===== src/rtl/dummy32_pkg.sv =====
// Shared dummy32 core types: architectural widths and the writeback entry.
// No logic, no latency.
// No flow control; types only.
package dummy32_pkg;

    localparam int XLEN   = 32;
    localparam int REG_AW = 5;
    localparam int NREG   = 2 ** REG_AW;

    typedef struct packed {
        logic [REG_AW-1:0] rd;
        logic [XLEN-1:0]   data;
    } wb_entry_t;

endpackage


===== src/rtl/wb_fifo.sv =====
// Small FIFO of writeback entries for long-latency results.
// Head is visible the cycle after a push; pushes when full and pops when empty are dropped.
// The caller gates push with !full and pop with !empty.
module wb_fifo
    import dummy32_pkg::*;
#(
    parameter int DEPTH = 2
) (
    input  logic      clk,
    input  logic      rst,
    input  logic      push,
    input  wb_entry_t din,
    input  logic      pop,
    output wb_entry_t head,
    output logic      full,
    output logic      empty
);

    localparam int AW = (DEPTH > 1) ? $clog2(DEPTH) : 1;

    // The extra MSB on each pointer separates the full case from the empty case.
    logic [AW:0] wr_ptr;
    logic [AW:0] rd_ptr;
    wb_entry_t   mem [DEPTH];

    logic do_push;
    logic do_pop;

    assign empty   = (wr_ptr == rd_ptr);
    assign full    = (wr_ptr[AW] != rd_ptr[AW]) && (wr_ptr[AW-1:0] == rd_ptr[AW-1:0]);
    assign head    = mem[rd_ptr[AW-1:0]];
    assign do_push = push && !full;
    assign do_pop  = pop && !empty;

    always_ff @(posedge clk or posedge rst) begin
        if (rst) begin
            wr_ptr <= '0;
            rd_ptr <= '0;
        end else begin
            if (do_push) begin
                wr_ptr <= wr_ptr + (AW+1)'(1);
            end
            if (do_pop) begin
                rd_ptr <= rd_ptr + (AW+1)'(1);
            end
        end
    end

    always_ff @(posedge clk) begin
        if (do_push) begin
            mem[wr_ptr[AW-1:0]] <= din;
        end
    end

endmodule


===== src/rtl/writeback_arbiter.sv =====
// Merges pipe and long-latency results onto the register-file write port; keeps a busy scoreboard.
// Latency: pipe result one edge to writeEn; lu result at least two edges to the register file.
// Backpressure: luReady = !full; stallPipe after STARVE_LIMIT cycles of the FIFO head losing.
module writeback_arbiter
    import dummy32_pkg::*;
#(
    parameter int DEPTH        = 2,
    parameter int STARVE_LIMIT = 4
) (
    input  logic              clk,
    input  logic              rst,
    input  logic              pipeValid,
    input  logic [REG_AW-1:0] pipeRd,
    input  logic [XLEN-1:0]   pipeData,
    output logic              stallPipe,
    input  logic              luValid,
    output logic              luReady,
    input  logic [REG_AW-1:0] luRd,
    input  logic [XLEN-1:0]   luData,
    input  logic              issueValid,
    input  logic [REG_AW-1:0] issueRd,
    input  logic [REG_AW-1:0] qAddr1,
    input  logic [REG_AW-1:0] qAddr2,
    output logic              qBusy1,
    output logic              qBusy2,
    output logic              writeEn,
    output logic [REG_AW-1:0] writeAddr,
    output logic [XLEN-1:0]   writeData
);

    localparam logic [3:0] LIMIT = 4'(STARVE_LIMIT);

    wb_entry_t lu_entry;
    wb_entry_t head;
    wb_entry_t wb_q;
    logic      fifo_full;
    logic      fifo_empty;
    logic      push;
    logic      pop;
    logic      pipe_win;
    logic      from_lu;
    logic [3:0] starve_cnt;
    logic [NREG-1:0] busy;
    logic [NREG-1:0] busy_nxt;

    assign lu_entry = '{rd: luRd, data: luData};
    assign luReady  = !rst && !fifo_full;
    assign push     = luValid && luReady;

    assign stallPipe = (starve_cnt == LIMIT);
    assign pipe_win  = pipeValid && !stallPipe;
    assign pop       = !pipe_win && !fifo_empty;

    wb_fifo #(
        .DEPTH(DEPTH)
    ) u_fifo (
        .clk  (clk),
        .rst  (rst),
        .push (push),
        .din  (lu_entry),
        .pop  (pop),
        .head (head),
        .full (fifo_full),
        .empty(fifo_empty)
    );

    always_ff @(posedge clk or posedge rst) begin
        if (rst) begin
            starve_cnt <= '0;
        end else if (fifo_empty || pop) begin
            starve_cnt <= '0;
        end else if (pipe_win) begin
            starve_cnt <= starve_cnt + 4'd1;
        end
    end

    // rd 0 winners are consumed but never raise writeEn.
    always_ff @(posedge clk or posedge rst) begin
        if (rst) begin
            wb_q    <= '0;
            writeEn <= 1'b0;
            from_lu <= 1'b0;
        end else if (pipe_win) begin
            wb_q    <= '{rd: pipeRd, data: pipeData};
            writeEn <= (pipeRd != '0);
            from_lu <= 1'b0;
        end else if (pop) begin
            wb_q    <= head;
            writeEn <= (head.rd != '0);
            from_lu <= 1'b1;
        end else begin
            writeEn <= 1'b0;
            from_lu <= 1'b0;
        end
    end

    assign writeAddr = wb_q.rd;
    assign writeData = wb_q.data;

    // Set is applied after clear so a same-register collision leaves the bit set.
    always_comb begin
        busy_nxt = busy;
        if (writeEn && from_lu) begin
            busy_nxt[writeAddr] = 1'b0;
        end
        if (issueValid && (issueRd != '0)) begin
            busy_nxt[issueRd] = 1'b1;
        end
    end

    always_ff @(posedge clk or posedge rst) begin
        if (rst) begin
            busy <= '0;
        end else begin
            busy <= busy_nxt;
        end
    end

    assign qBusy1 = (qAddr1 != '0) && busy[qAddr1];
    assign qBusy2 = (qAddr2 != '0) && busy[qAddr2];

endmodule

===== config.mk =====
export PLATFORM = sky130hd
export DESIGN_NAME = writeback_arbiter
export DESIGN_NICKNAME = d
export VERILOG_FILES = /design/src/rtl/dummy32_pkg.sv /design/src/rtl/wb_fifo.sv /design/src/rtl/writeback_arbiter.sv
export SDC_FILE = /design/constraint.sdc
export NUM_CORES = 1
export LEC_CHECK = 0
export CAP_MARGIN = 30
export CORE_ASPECT_RATIO = 0.7
export CORE_MARGIN = 4
export CORE_UTILIZATION = 54
export DETAILED_ROUTE_END_ITERATION = 7
export HOLD_SLACK_MARGIN = 0.12
export PLACE_DENSITY_LB_ADDON = 0.15
export SKIP_LAST_GASP = 1
export SLEW_MARGIN = 15
export SYNTH_ARGS = -nofsm -noshare
export SYNTH_HDL_FRONTEND = slang
export SYNTH_HIERARCHICAL = 1
export SYNTH_SLANG_ARGS = --single-unit

===== constraint.sdc =====
create_clock -name clk -period 9.8 [get_ports clk]
set_clock_uncertainty 0.15 [all_clocks]
set_input_delay 0.98 -clock clk [delete_from_list [all_inputs] [get_ports clk]]
set_output_delay 0.98 -clock clk [all_outputs]
set_load 0.02 [all_outputs]

Word-level counts from Yosys, hierarchy flattened
Memory sizes are Yosys's and may differ from the RTL's.
Cells that the tools add are included.
{"block": "word_totals", "regBits": 79, "ram_bits": 74, "input_bits": 94, "out_inout_bits": 42, "wordCells": 71, "memories": 1}
{"block": "classes", "add_sub_neg": 3, "order_cmp": 6, "eq_ne": 4, "n_mux": 20, "n_bitwise": 3, "reduce_logical": 26}
{"memory": "u_fifo.mem", "depth": 2, "width": 37, "read_ports": 1, "rd_clocked_by_memory_dff": 0, "write_ports": 1, "line_no": "wb_fifo.sv:24", "source": "wb_entry_t mem [DEPTH];"}
{"op": "two-way mux 37 bit", "n": 2}
{"op": "two-way mux 32 bit", "n": 2}
{"op": "AND 32 bit", "n": 1}
{"op": "NOT 32 bit", "n": 1}
{"op": "OR 32 bit", "n": 1}
{"op": "nonzero test 5 bit", "n": 5}
{"op": "less-than comparator 5 x 6 -> 1 bit (second input constant)", "n": 4}
{"op": "logical AND 1 bit", "n": 13}
{"op": "binary-select mux 1 bit (select 5 bit)", "n": 2}
{"op": "demux 1 bit (select 5 bit)", "n": 2}
{"op": "greater-or-equal comparator 5 x 1 -> 1 bit (second input constant)", "n": 2}
{"op": "two-way mux 1 bit", "n": 10}
{"op": "two-way mux 4 bit", "n": 2}
{"op": "zero test 1 bit", "n": 5}
{"op": "adder 2 x 1 -> 2 bit (second input constant)", "n": 2}
{"op": "adder 4 x 1 -> 4 bit (second input constant)", "n": 1}
{"op": "== test 4 x 3 -> 1 bit (second input constant)", "n": 1}
{"op": "nonzero test 2 bit", "n": 2}
{"op": "== test 2 bit", "n": 1}
{"op": "== test 1 bit", "n": 1}
{"op": "logical OR 1 bit", "n": 1}
{"op": "!= test 1 bit", "n": 1}

Longest topological paths before layout
{"block": "logic_depth", "word_depth": 9, "ltp_mapped": 10}

Modules after synthesis
Netlist, hierarchy kept.
{"module": "writeback_arbiter", "n_inst": 1, "cells_each": 385, "area_per_inst_um2": 3860.0}
{"module": "wb_fifo", "n_inst": 1, "cells_each": 142, "area_per_inst_um2": 2915.3}

Worst setup path after synthesis
OpenSTA, ideal clock, no wires.
{"block": "synth_path", "kind": "in2reg", "startpoint": "input rst", "endpoint": "memory u_fifo/mem[1][0] (netlist bit) (enable)", "arrival_time_ps": 3447, "required_time_ps": 9206, "setup_slack_ps": 5760, "stages": 4, "cell_sequence": "nor2_1 and2_1 nand2_1 a21oi_1"}
{"block": "synth_between", "elab_chain_cells": 6}
{"element": "start, declared", "line_no": "writeback_arbiter.sv:11", "source": "input logic rst,"}
{"element": "zero test 1 bit (no source line)"}
{"element": "logical AND 1 bit", "line_no": "writeback_arbiter.sv:47", "source": "assign luReady = !rst && !fifo_full;"}
{"element": "logical AND 1 bit", "line_no": "writeback_arbiter.sv:48", "source": "assign push = luValid && luReady;"}
{"element": "named net push", "line_no": "writeback_arbiter.sv:38", "source": "logic push;"}
{"element": "logical AND 1 bit", "line_no": "wb_fifo.sv:32", "source": "assign do_push = push && !full;"}
{"element": "two-way mux 1 bit", "line_no": "wb_fifo.sv:50", "source": "if (do_push) begin"}
{"element": "two-way mux 1 bit (implied by the code)", "line_no": "wb_fifo.sv:51", "source": "mem[wr_ptr[AW-1:0]] <= din;"}
{"element": "end, declared", "line_no": "wb_fifo.sv:24"}
The timed path passes the listed nets, and every way through them passes these cells.

Worst setup path in the final report
{"block": "layout_path", "startpoint": "input qAddr1[1]", "endpoint": "output qBusy1"}
{"block": "layout_between", "elab_chain_cells": 3, "elab_cells_between_ends": 4, "cone_classes": "mux (2); reduce/logical (2)"}
{"element": "start, declared", "line_no": "writeback_arbiter.sv:22", "source": "input logic [REG_AW-1:0] qAddr1,"}
{"element": "binary-select mux 1 bit (select 5 bit)", "line_no": "writeback_arbiter.sv:119", "source": "assign qBusy1 = (qAddr1 != '0) && busy[qAddr1];"}
{"element": "two-way mux 1 bit (implied by the code)", "line_no": "writeback_arbiter.sv:119"}
{"element": "logical AND 1 bit (*)", "line_no": "writeback_arbiter.sv:119"}
{"element": "end, declared", "line_no": "writeback_arbiter.sv:24", "source": "output logic qBusy1,"}
Every way passes the cells marked *; elsewhere a longest branch is shown, timed or not. The select of a mux whose other input is x is not followed.

==> reports/results.ini <==
[power_and_ir_drop]
p_leak_nw=3.26
power_per_cell_area_nw_per_um2=298
power_frac_seq_pct=39.0
switching_share_pct=34.8
ir_worst_vdd_v=0.000177
intPower_mw=1.72
p_sw_mw=0.920
pwr-share-comb_pct=37.4
p_clk_share_pct=23.6

[critical_path]
critPathMaxFanout=12
crit_path_top_delay_cell=clkdlybuf4s50_1
reg2reg_depth=8
max_stage_delay_ns=0.85
crit_type=in2out
crit-reg2reg-launch=u_fifo/rd_ptr[0]
critPathTopFamily=buffers and inverters
timing.critical_path.buf_inv=2
cp.depth=6
cp_common_cell=clkdlybuf4s50_1
setup.worst_path.start=qAddr1[1]
startpoint_type=primary input
rrSetupSlack_ns=6.60
critPathCapture=qBusy1
cp.arrival_ns=3.46
r2r-end=u_fifo/mem[1][6]
critical_path_required_ns=8.67
cp-end-kind=primary output
cp_cell_sequence=clkdlybuf4s50_1 > mux4_1 > nor2_1 > or4b_1 > nand4_1 > clkdlybuf4s50_1

[global_routing]
grt_pass1_wl_microns=26900
grt_pass1_vias=5182
grt_usage_pct=24.1
overflow=0
grt_max_degree=75
antenna_found_initial=0

[yosys]
synth_most_common_cell=dfrtp_1
synth-main-ff-cell=dfrtp_1
synth_cell_type_count=41
synth_nets=623
synthesis.area_sq_um=6780
synth_top_area_share_pct=32.8
ys_seq_area_share_pct=61.6
ys.warnings.count=6
synth_edf_count=74
ys_ff_latch=152
synth_commonest_cells=dfrtp_1 (78), edfxtp_1 (74), o21ai_0 (68)
synth_area_leader_cell=edfxtp_1
async_reset_ff_share_pct=51.3
syn_area_per_cell_sq_um=12.9
postSynthCellCount=527
synthTopCellsByArea=edfxtp_1 (33%), dfrtp_1 (29%), mux2i_1 (7.2%)

[cts]
cts_tree=built
cts.clk_slew.worst_paths_ns=0.06
numCtsBuffers=17
cts_resized=0
clock_latency_ns=0.41
htreeDepth=4
hold_buffers=0
root_buffer=clkbuf_16
clockBufferDepth=2
clock_sinks=152
cts_setup_buffers=0

[hold_path]
hold_class=reg2reg

[timing]
finalMaxSlewViolations=0
setup_viol=0
fin_crit_sh_pct=46.8
fmax_mhz=218
final_hold_viol_count=0
grt_setup_unrepaired=false
worstMarginPinSlew_ns=0.598
holdWs_ns=0.358
slew_headroom_pct=60.0
period_minus_slack_ns=4.59
setup-tns-final_ns=0

[floorplanning]
dieHeight_microns=102
rows=33
fp.coreArea_sq_um=12000
start_util_pct=56.6
boundaryPins=136
dieArea_sq_um=14400
die_w_microns=142

[placement]
portBuffers=135
hpwlAfterDp_microns=11500
gp_congestion=0.901

[detailed_routing]
routed_wl_microns=16600
viasPerCell=5.88
postRouteAntennaNets=0
wl_per_cell_microns=20.0
drt_iter0_drc=382
drcViolationCount=0
vias=4877
firstDrtPassIters=5

[cells_and_area]
layout-drive-gt1-share_pct=14.4
areaGrowthSynthToFinish_pct=31.0
nFillCells=769
insertedDiodeCount=0
nets=756
post-route-util_pct=74.1

[job]
cap_violations=0

[status]
outcome=finished, final reports clean

metrics by stage:
stage,cell area [sq um],instances,setup WS [ns],power [mW]
5_1_grt,8880,830,5.09,2.79
3_5_place_dp,8270,797,5.23,2.02
6_report,8880,830,5.21,2.64
4_1_cts,8850,829,5.23,2.65
3_3_place_gp,8250,796,5.28,1.98
2_1_floorplan,6780,527,5.76,1.65
power by group through the flow:
stage / logic [mW] / clock network [mW] / registers (mW)
after floorplan: 0.591 / 0 / 1.05
after global placement: 0.928 / 0 / 1.05
after detailed placement: 0.988 / 0 / 1.04
after CTS: 0.993 / 0.633 / 1.03
after global routing: 1.07 / 0.663 / 1.05
final: 0.989 / 0.624 / 1.03
state kept, by name, summed over array words and instances, names as in the netlist:
register       flops
starve_cnt         4
writeEn            1
u_fifo/mem        74
u_fifo/wr_ptr      2
busy              31
writeAddr          5
u_fifo/rd_ptr      2
writeData         32
from_lu            1
worst register-to-register path: cells and delay by family, from the launching register on:
family / cells / cell delay, ns
AND/OR/NAND/NOR: 4 / 0.63
buffers and inverters: 2 / 0.69
flip-flops: 1 / 0.59
XOR/XNOR: 1 / 0.30
AO/OA/AOI/OAI: 1 / 0.47
layout by cell type (no fill, tap or decap), types with 3 or more instances in the layout:
cell,n
a21oi_1,39
buf_4,5
clkbuf_16,19
clkdlybuf4s50_1,135
dfrtp_1,77
edfxtp_1,74
inv_1,9
inv_4,3
inv_6,4
mux2_2,42
mux2i_1,49
mux4_2,6
nand2_1,13
nand3_1,8
nand3b_1,9
nand4_1,5
nor2_1,46
nor2b_1,4
nor3_1,4
o21ai_0,68
or3_1,3
or3b_2,4
xor2_1,3
metal layers:
metal  vias up  share of wire [%]  global-route usage [%]
met5         -                  0                       0
met4         0               0.94                    6.93
li1       2226                  -                       -
met2       210                 47                    37.3
met1      2426                 44                    33.9
met3        15                8.7                    6.94
kinds of logic (layout without fill, tap and decap cells):
group                      after synthesis  in the layout  share of synthesized area, %
buffers and inverters                   38            184                          2.46
muxes                                   99             99                          17.0
and+or+nand+nor                        111            111                          8.37
AOI/OAI and AO/OA                      120            120                          9.46
xor gates and xnor gates                 5              5                         0.757
adders and majority gates                2              2                         0.369
DFF                                    152            152                          61.6
worst min path at each step:
stage	to	start	slack, ns	cells after the start
final	starve_cnt[0]	starve_cnt[0]	0.36	1
after global routing	starve_cnt[0]	starve_cnt[0]	0.38	1
after CTS	starve_cnt[0]	starve_cnt[0]	0.35	1
after detailed placement	starve_cnt[0]	starve_cnt[0]	0.34	1
after global placement	starve_cnt[0]	starve_cnt[0]	0.33	1
after floorplan	starve_cnt[0]	starve_cnt[0]	0.32	1
cell type report:
| type | count | area [sq um] | share of cell area, % |
|---|---|---|---|
| Tap cell | 157 | 196 | 2.21 |
| Multi-Input combinational cell | 337 | 2460 | 27.7 |
| Inverter | 10 | 37.5 | 0.423 |
| Timing Repair Buffer | 142 | 1440 | 16.2 |
| Clock buffer | 22 | 497 | 5.60 |
| Sequential cell | 152 | 4180 | 47.0 |
| Clock inverter | 10 | 78.8 | 0.888 |
Power figures use the tool's default switching activity.
